==> src/rtl/mag_calc_pkg.sv <==
// Shared types and elaboration-time helpers for the sequential vector-magnitude unit.
package mag_calc_pkg;

  typedef enum logic [1:0] {IDLE, CALC, DONE} state_e;

  // Radicand width: sum of AXES squares of W-bit values.
  function automatic int calc_sw(input int w, input int axes);
    return 2 * w + $clog2(axes + 1);
  endfunction

  function automatic int calc_rw(input int w, input int axes);
    return (calc_sw(w, axes) + 1) / 2;
  endfunction

  // Caller truncates to its radicand width; z only contributes for three axes.
  function automatic logic [63:0] sumsq(input logic [31:0] x, input logic [31:0] y,
                                        input logic [31:0] z, input int axes);
    logic [63:0] acc;
    acc = 64'(x) * 64'(x) + 64'(y) * 64'(y);
    if (axes == 3) acc = acc + 64'(z) * 64'(z);
    return acc;
  endfunction

endpackage

==> src/rtl/mag_isqrt_step.sv <==
// One restoring square-root iteration: brings down two radicand bits, resolves one root bit.
module mag_isqrt_step #(
  parameter int RW = 9
) (
  input  logic [RW+1:0] rem_i,
  input  logic [RW-1:0] root_i,
  input  logic [1:0]    bits_i,
  output logic [RW+1:0] rem_o,
  output logic [RW-1:0] root_o
);

  logic [RW+3:0] r2;
  logic [RW+1:0] t;
  logic [RW+1:0] diff;
  logic          ge;

  assign r2 = {rem_i, bits_i};
  assign t  = {root_i, 2'b01};
  assign ge = (r2 >= {2'b00, t});
  // Low bits of a modular subtraction are exact; the result fits whenever ge holds.
  assign diff   = r2[RW+1:0] - t;
  assign rem_o  = ge ? diff : r2[RW+1:0];
  assign root_o = {root_i[RW-2:0], ge};

endmodule

==> src/rtl/mag_sqrt_seq.sv <==
// Sequential |v| = floor(sqrt(x^2+y^2(+z^2))), one result bit per clock, valid/ready on both sides.
// Define MAG_ROUND_EN to round the result to nearest (saturating) instead of flooring.
module mag_sqrt_seq
  import mag_calc_pkg::*;
#(
  parameter int W     = 8,
  parameter int AXES  = 2,
  parameter int TAG_W = 4
) (
  input  logic                         clk,
  input  logic                         rst_n,
  input  logic                         in_valid,
  output logic                         in_ready,
  input  logic [W-1:0]                 x,
  input  logic [W-1:0]                 y,
  input  logic [W-1:0]                 z,
  input  logic [TAG_W-1:0]             in_tag,
  output logic                         out_valid,
  input  logic                         out_ready,
  output logic [calc_rw(W, AXES)-1:0]  mag,
  output logic [TAG_W-1:0]             out_tag,
  output logic                         busy
);

  localparam int RW   = calc_rw(W, AXES);
  localparam int RADW = 2 * RW;
  localparam int CW   = $clog2(RW);

  state_e            state_q;
  logic [RADW-1:0]   rad_q;
  logic [RW+1:0]     rem_q, rem_d;
  logic [RW-1:0]     root_q, root_d;
  logic [RW-1:0]     mag_q, mag_d;
  logic [CW-1:0]     cnt_q;
  logic [TAG_W-1:0]  tag_q, out_tag_q;
  logic              in_ready_q, out_valid_q, busy_q;

  mag_isqrt_step #(.RW(RW)) u_step (
    .rem_i  (rem_q),
    .root_i (root_q),
    .bits_i (rad_q[RADW-1 -: 2]),
    .rem_o  (rem_d),
    .root_o (root_d)
  );

`ifdef MAG_ROUND_EN
  // NOTE: every output of an always_comb gets a default first, so no path can infer a latch.
  always_comb begin
    mag_d = root_d;
    if ((rem_d > {2'b00, root_d}) && (root_d != '1)) mag_d = root_d + RW'(1);
  end
`else
  assign mag_d = root_d;
`endif

  // NOTE: state uses non-blocking assignments only, so every register samples pre-edge values.
  // NOTE: datapath registers are reset too; they are few, and it keeps mag/out_tag defined at reset.
  always_ff @(posedge clk or negedge rst_n) begin
    if (!rst_n) begin
      state_q     <= IDLE;
      in_ready_q  <= 1'b1;
      out_valid_q <= 1'b0;
      busy_q      <= 1'b0;
      mag_q       <= '0;
      out_tag_q   <= '0;
      rad_q       <= '0;
      rem_q       <= '0;
      root_q      <= '0;
      cnt_q       <= '0;
      tag_q       <= '0;
    end else begin
      case (state_q)
        IDLE: begin
          if (in_valid && in_ready_q) begin
            rad_q      <= RADW'(sumsq(32'(x), 32'(y), 32'(z), AXES));
            rem_q      <= '0;
            root_q     <= '0;
            cnt_q      <= CW'(RW - 1);
            tag_q      <= in_tag;
            state_q    <= CALC;
            in_ready_q <= 1'b0;
            busy_q     <= 1'b1;
          end
        end
        CALC: begin
          rem_q  <= rem_d;
          root_q <= root_d;
          rad_q  <= rad_q << 2;
          cnt_q  <= cnt_q - CW'(1);
          if (cnt_q == '0) begin
            state_q     <= DONE;
            mag_q       <= mag_d;
            out_tag_q   <= tag_q;
            out_valid_q <= 1'b1;
          end
        end
        DONE: begin
          if (out_ready) begin
            state_q     <= IDLE;
            out_valid_q <= 1'b0;
            busy_q      <= 1'b0;
            in_ready_q  <= 1'b1;
          end
        end
        default: state_q <= IDLE;
      endcase
    end
  end

  assign in_ready  = in_ready_q;
  assign out_valid = out_valid_q;
  assign busy      = busy_q;
  assign mag       = mag_q;
  assign out_tag   = out_tag_q;

endmodule
==> config.mk <==
export PLATFORM = sky130hd
export DESIGN_NAME = mag_sqrt_seq
export DESIGN_NICKNAME = d
export VERILOG_FILES = /design/src/rtl/mag_calc_pkg.sv /design/src/rtl/mag_isqrt_step.sv /design/src/rtl/mag_sqrt_seq.sv
export SDC_FILE = /design/constraint.sdc
export NUM_CORES = 1
export LEC_CHECK = 0
export CELL_PAD_IN_SITES_DETAIL_PLACEMENT = 0
export CELL_PAD_IN_SITES_GLOBAL_PLACEMENT = 1
export CORE_MARGIN = 4
export CORE_UTILIZATION = 39
export DETAILED_ROUTE_END_ITERATION = 6
export DONT_BUFFER_PORTS = 1
export PLACE_DENSITY = 0.74
export SETUP_SLACK_MARGIN = 0.05
export SLEW_MARGIN = 20
export SYNTH_ARGS = -nofsm -noshare
export SYNTH_HDL_FRONTEND = slang
export SYNTH_SLANG_ARGS = --single-unit
==> constraint.sdc <==
create_clock -name clk -period 1.9 [get_ports clk]
set_input_delay 0.38 -clock clk [delete_from_list [all_inputs] [get_ports clk]]
set_output_delay 0.38 -clock clk [all_outputs]
set_load 0.02 [all_outputs]
==> results_tabular.tex <==
\begin{tabular}{lr}
\hline
Metric & Value \\
\hline
\multicolumn{2}{l}{\textbf{STA}} \\
Final period utilization & 247.6\% \\
Final Setup Violations & 27 \\
Unrepaired setup endpoints after global routing & true \\
Post-Route Skew & $\sim$5.6 ps \\
Top achievable clock speed & between 200 and 250 MHz \\
Number of hold violations in the final report & 64 \\
Final min period & 4704 ps \\
Worst rel slew slack & around two thirds \\
Worst slew pin tran & about 500 ps \\
Worst hold-check slack & -257.7 ps \\
Number of max-slew violations in the final report & 0 \\
Worst-case setup margin in the final layout & -2804 ps \\
\multicolumn{2}{l}{\textbf{Clocking}} \\
CTS root buf & sky130\_fd\_sc\_hd\_\_clkbuf\_16 \\
Number of buffers created by CTS & 9 \\
Worst-case clock buffer depth & 2 \\
CTS clk-pin slew, worst paths & about 60 ps \\
CTS tree & built \\
Number of H-tree branching levels & 3 \\
Num Clock Sinks & 64 \\
Clock Latency Late Sink & approximately 330 ps \\
\multicolumn{2}{l}{\textbf{Die}} \\
Standard-cell rows & 47 \\
Core footprint & approximately 0.017 mm\^{}2 \\
Initial core utilization & 39.83\% \\
Die outline area & 0.01908 mm\^{}2 \\
I/O Pins & 48 \\
Die H & around 140 um \\
Die W & between 100 and 150 um \\
\multicolumn{2}{l}{\textbf{Power and ir drop}} \\
Sequential share of power & a little under a tenth \\
Clock Power Share & a little under an eighth \\
Overall power of the completed layout & between 10000 and 15000 uW \\
Power Internal & roughly 8200 uW \\
Peak ir drop on the vdd network & a little under 0.002 V \\
Power spent charging and discharging nets & between 5000 and 6000 uW \\
Leak pwr & 0.004319 uW \\
Switching Fraction & roughly 42\% \\
Comb pwr share & about four fifths \\
Power per Cell Area & 1621 mW/mm\^{}2 \\
\multicolumn{2}{l}{\textbf{Detailed routing}} \\
Final antenna-violating net count & 0 \\
Drt first pass iters & 4 \\
Initial DRC count & 220 \\
Number of DRC violations after detailed routing & 0 \\
Vias & between 5000 and 6000 \\
Number of vias per cell & approximately 5 \\
Total wire length after detailed routing & approximately 15000 um \\
Average wire per cell in the routed design & roughly 15 um \\
\multicolumn{2}{l}{\textbf{Finish}} \\
Final net count & between 900 and 1000 \\
Utilization of the core after routing & about 53\% \\
Final cell count without fillers & 1034 \\
Antenna cell count & 0 \\
Number of fill cells & 1537 \\
Fraction of final layout cells sized beyond drive strength 1 & roughly a third \\
Layout area overhead & 32.13\% \\
\multicolumn{2}{l}{\textbf{Synthesis}} \\
Sequential share of the synthesized area & between 20\% and 30\% \\
Synth Area per Inst & about 9.4 um\^{}2 \\
Dominant cells by area after synthesis & sky130\_fd\_sc\_hd\_\_dfrtp\_1 (24\%), sky130\_fd\_sc\_hd\_\_fa\_1 (23\%), sky130\_fd\_sc\_hd\_\_ha\_1 (13\%) \\
Most repeated cell in the gate-level netlist after synthesis & sky130\_fd\_sc\_hd\_\_inv\_1 \\
Instance count of the mapped netlist & approximately 700 \\
Count of cell types in the netlist & 50 \\
Post-synth top flop & sky130\_fd\_sc\_hd\_\_dfrtp\_1 \\
Most numerous cell types in the synthesized netlist & sky130\_fd\_sc\_hd\_\_inv\_1 (122), sky130\_fd\_sc\_hd\_\_nand2\_1 (81), sky130\_fd\_sc\_hd\_\_fa\_1 (76) \\
Number of synthesis warnings & 0 \\
Post-synthesis cell area & approximately 0.0066 mm\^{}2 \\
Synthesized netlist net count & between 800 and 900 \\
Post-synthesis async set-or-reset flop share & between 90\% and 100\% \\
Flip-flop and latch count after synthesis & 64 \\
Yosys top cell area share & a little under a quarter \\
Cell accounting for the most synthesized area & sky130\_fd\_sc\_hd\_\_dfrtp\_1 \\
Number of synthesized flops with an enable pin & 0 \\
\multicolumn{2}{l}{\textbf{Worst setup path}} \\
R2R cell count & 9 \\
Worst R2R Setup Slack & -280 ps \\
Critical Path Fanout Max & 9 \\
Classification of the worst setup path & input pin to register \\
Critical path startpoint category & input pin \\
Critical path capture point type & register \\
Arr. time, crit path & between 4000 and 5000 ps \\
Required time of the critical path & 2160 ps \\
\multicolumn{2}{l}{\textbf{Placed design}} \\
Post-Place Worst Slack & -3213 ps \\
Detailed placement HPWL & approximately 12000 um \\
\# placed instances & roughly 1000 \\
Final weighted congestion of routability-driven global placement & roughly 0.83 \\
PortBufs & 0 \\
\multicolumn{2}{l}{\textbf{GRT}} \\
Pin count of the biggest net entering global routing & 65 \\
Sum of overflow across all layers after global routing & 0 \\
Antenna violations before repair & 0 \\
Wire length of the first global-routing pass & 25980 um \\
Global-route total usage across every layer & between 10\% and 20\% \\
Vias in the first global route & around 5600 \\
\multicolumn{2}{l}{\textbf{Status}} \\
Violations in the final reports & hold timing, setup timing \\
Run status & finished with violations \\
\multicolumn{2}{l}{\textbf{Hold path}} \\
Path class of the lowest-slack min-delay path & input pin to async pin \\
\multicolumn{2}{l}{\textbf{Run}} \\
Number of max-cap violations & 0 \\
\hline
\end{tabular}
## layout make-up
class / instances / area [um^2] / area share (%)
clock buffers: 10 / 239.0 / 2.738
clock inverters: 6 / 67.56 / 0.7742
inverters: 122 / 457.9 / 5.247
multi-input cells: 496 / 5147 / 58.98
flip-flops and latches: 64 / 1603 / 18.37
well taps: 220 / 275.3 / 3.154
repair buffers: 116 / 937.1 / 10.74
## registers in the layout (all words and copies together) (netlist names)
signal     flops
rad_q         18
rem_q         11
mag            9
root_q         9
cnt_q          4
out_tag        4
tag_q          4
state_q        2
busy           1
in_ready       1
out_valid      1
## worst max-delay path: stages
cell and delay, ps:
sky130_fd_sc_hd__and2_4 150, sky130_fd_sc_hd__fa_2 530, sky130_fd_sc_hd__inv_2 40, sky130_fd_sc_hd__fa_2 560, sky130_fd_sc_hd__inv_2 40, sky130_fd_sc_hd__fa_1 470, sky130_fd_sc_hd__fa_2 490, sky130_fd_sc_hd__fa_1 480
sky130_fd_sc_hd__inv_1 50, sky130_fd_sc_hd__fa_1 480, sky130_fd_sc_hd__inv_2 50, sky130_fd_sc_hd__ha_4 160, sky130_fd_sc_hd__or3_4 380, sky130_fd_sc_hd__a21oi_4 160, sky130_fd_sc_hd__o32ai_2 110, sky130_fd_sc_hd__mux2_4 310
sky130_fd_sc_hd__o21ai_2 100
## final timing paths
path | startpoint | to
setup / recovery | x[2] | rad_q[15]$_DFFE_PN0P_
hold / removal | rst_n | mag[8]$_DFFE_PN0P_
setup reg to reg | root_q[0]$_DFFE_PN0P_ | rem_q[1]$_DFFE_PN0P_
hold reg to reg | tag_q[2]$_DFFE_PN0P_ | tag_q[2]$_DFFE_PN0P_
max in group asynchronous | rst_n | in_ready$_DFFE_PN1P_
min in group clk | in_tag[1] | tag_q[1]$_DFFE_PN0P_
## per-stage QoR
stage                     area (um^2)  TNS [ps]
final                            8727    -34730
after global routing             8727    -37490
after CTS                        8554    -35610
after detailed placement         8014    -40840
after global placement           8014    -39690
after floorplan                  7101    -37360
## timing repair
| item | 4_1_cts | 5_1_grt |
|---|---|---|
| hold endpoints to repair | 64 | 64 |
| buffers inserted | 10 | 7 |
| setup endpoints to repair | 27 | 28 |
| pin swaps | 49 | 44 |
| gates resized for setup | 46 | 35 |
## placed cells by master, fill, tap and decap left out, types with 10 or more instances in the layout
cell	n
sky130_fd_sc_hd__buf_4	103
sky130_fd_sc_hd__inv_2	19
sky130_fd_sc_hd__buf_6	11
sky130_fd_sc_hd__fa_2	10
sky130_fd_sc_hd__ha_1	43
sky130_fd_sc_hd__dfrtp_1	63
sky130_fd_sc_hd__o21ai_1	18
sky130_fd_sc_hd__xnor2_1	17
sky130_fd_sc_hd__and2_4	10
sky130_fd_sc_hd__a21oi_1	12
sky130_fd_sc_hd__nand3_1	17
sky130_fd_sc_hd__fa_1	66
sky130_fd_sc_hd__inv_1	103
sky130_fd_sc_hd__nor2_1	13
sky130_fd_sc_hd__nand2_1	72
sky130_fd_sc_hd__and2_1	26
sky130_fd_sc_hd__o21ai_0	25
sky130_fd_sc_hd__ha_4	26
## routing by layer
layer | wire length, um | GRT usage (%)
met5 | 0 | 0
met3 | 472 | 2.831
met4 | 179 | 3.900
met1 | 6926 | 21.70
met2 | 7445 | 27.67
## power groups by stage
stage                     Clock [uW]  Combinational (uW)  Sequential [uW]
after floorplan                    0                6310             1390
after global placement             0                8700             1390
after detailed placement           0                8900             1390
after CTS                       1710                9870             1360
after global routing            1780               12400             1360
final                           1670               11100             1360
## logic make-up (layout without fill, tap and decap cells)
kind of cell | count (synthesis) | after routing | share of synthesized area [%]
DFF | 64 | 64 | 24.27
muxes | 15 | 15 | 2.406
buffers and inverters | 142 | 254 | 8.070
and+or+nand+nor | 188 | 188 | 13.98
xor gates and xnor gates | 27 | 27 | 3.580
adders and majority gates | 146 | 146 | 36.29
AOI/OAI and AO/OA | 120 | 120 | 11.40
Power figures use the tool's default switching activity.
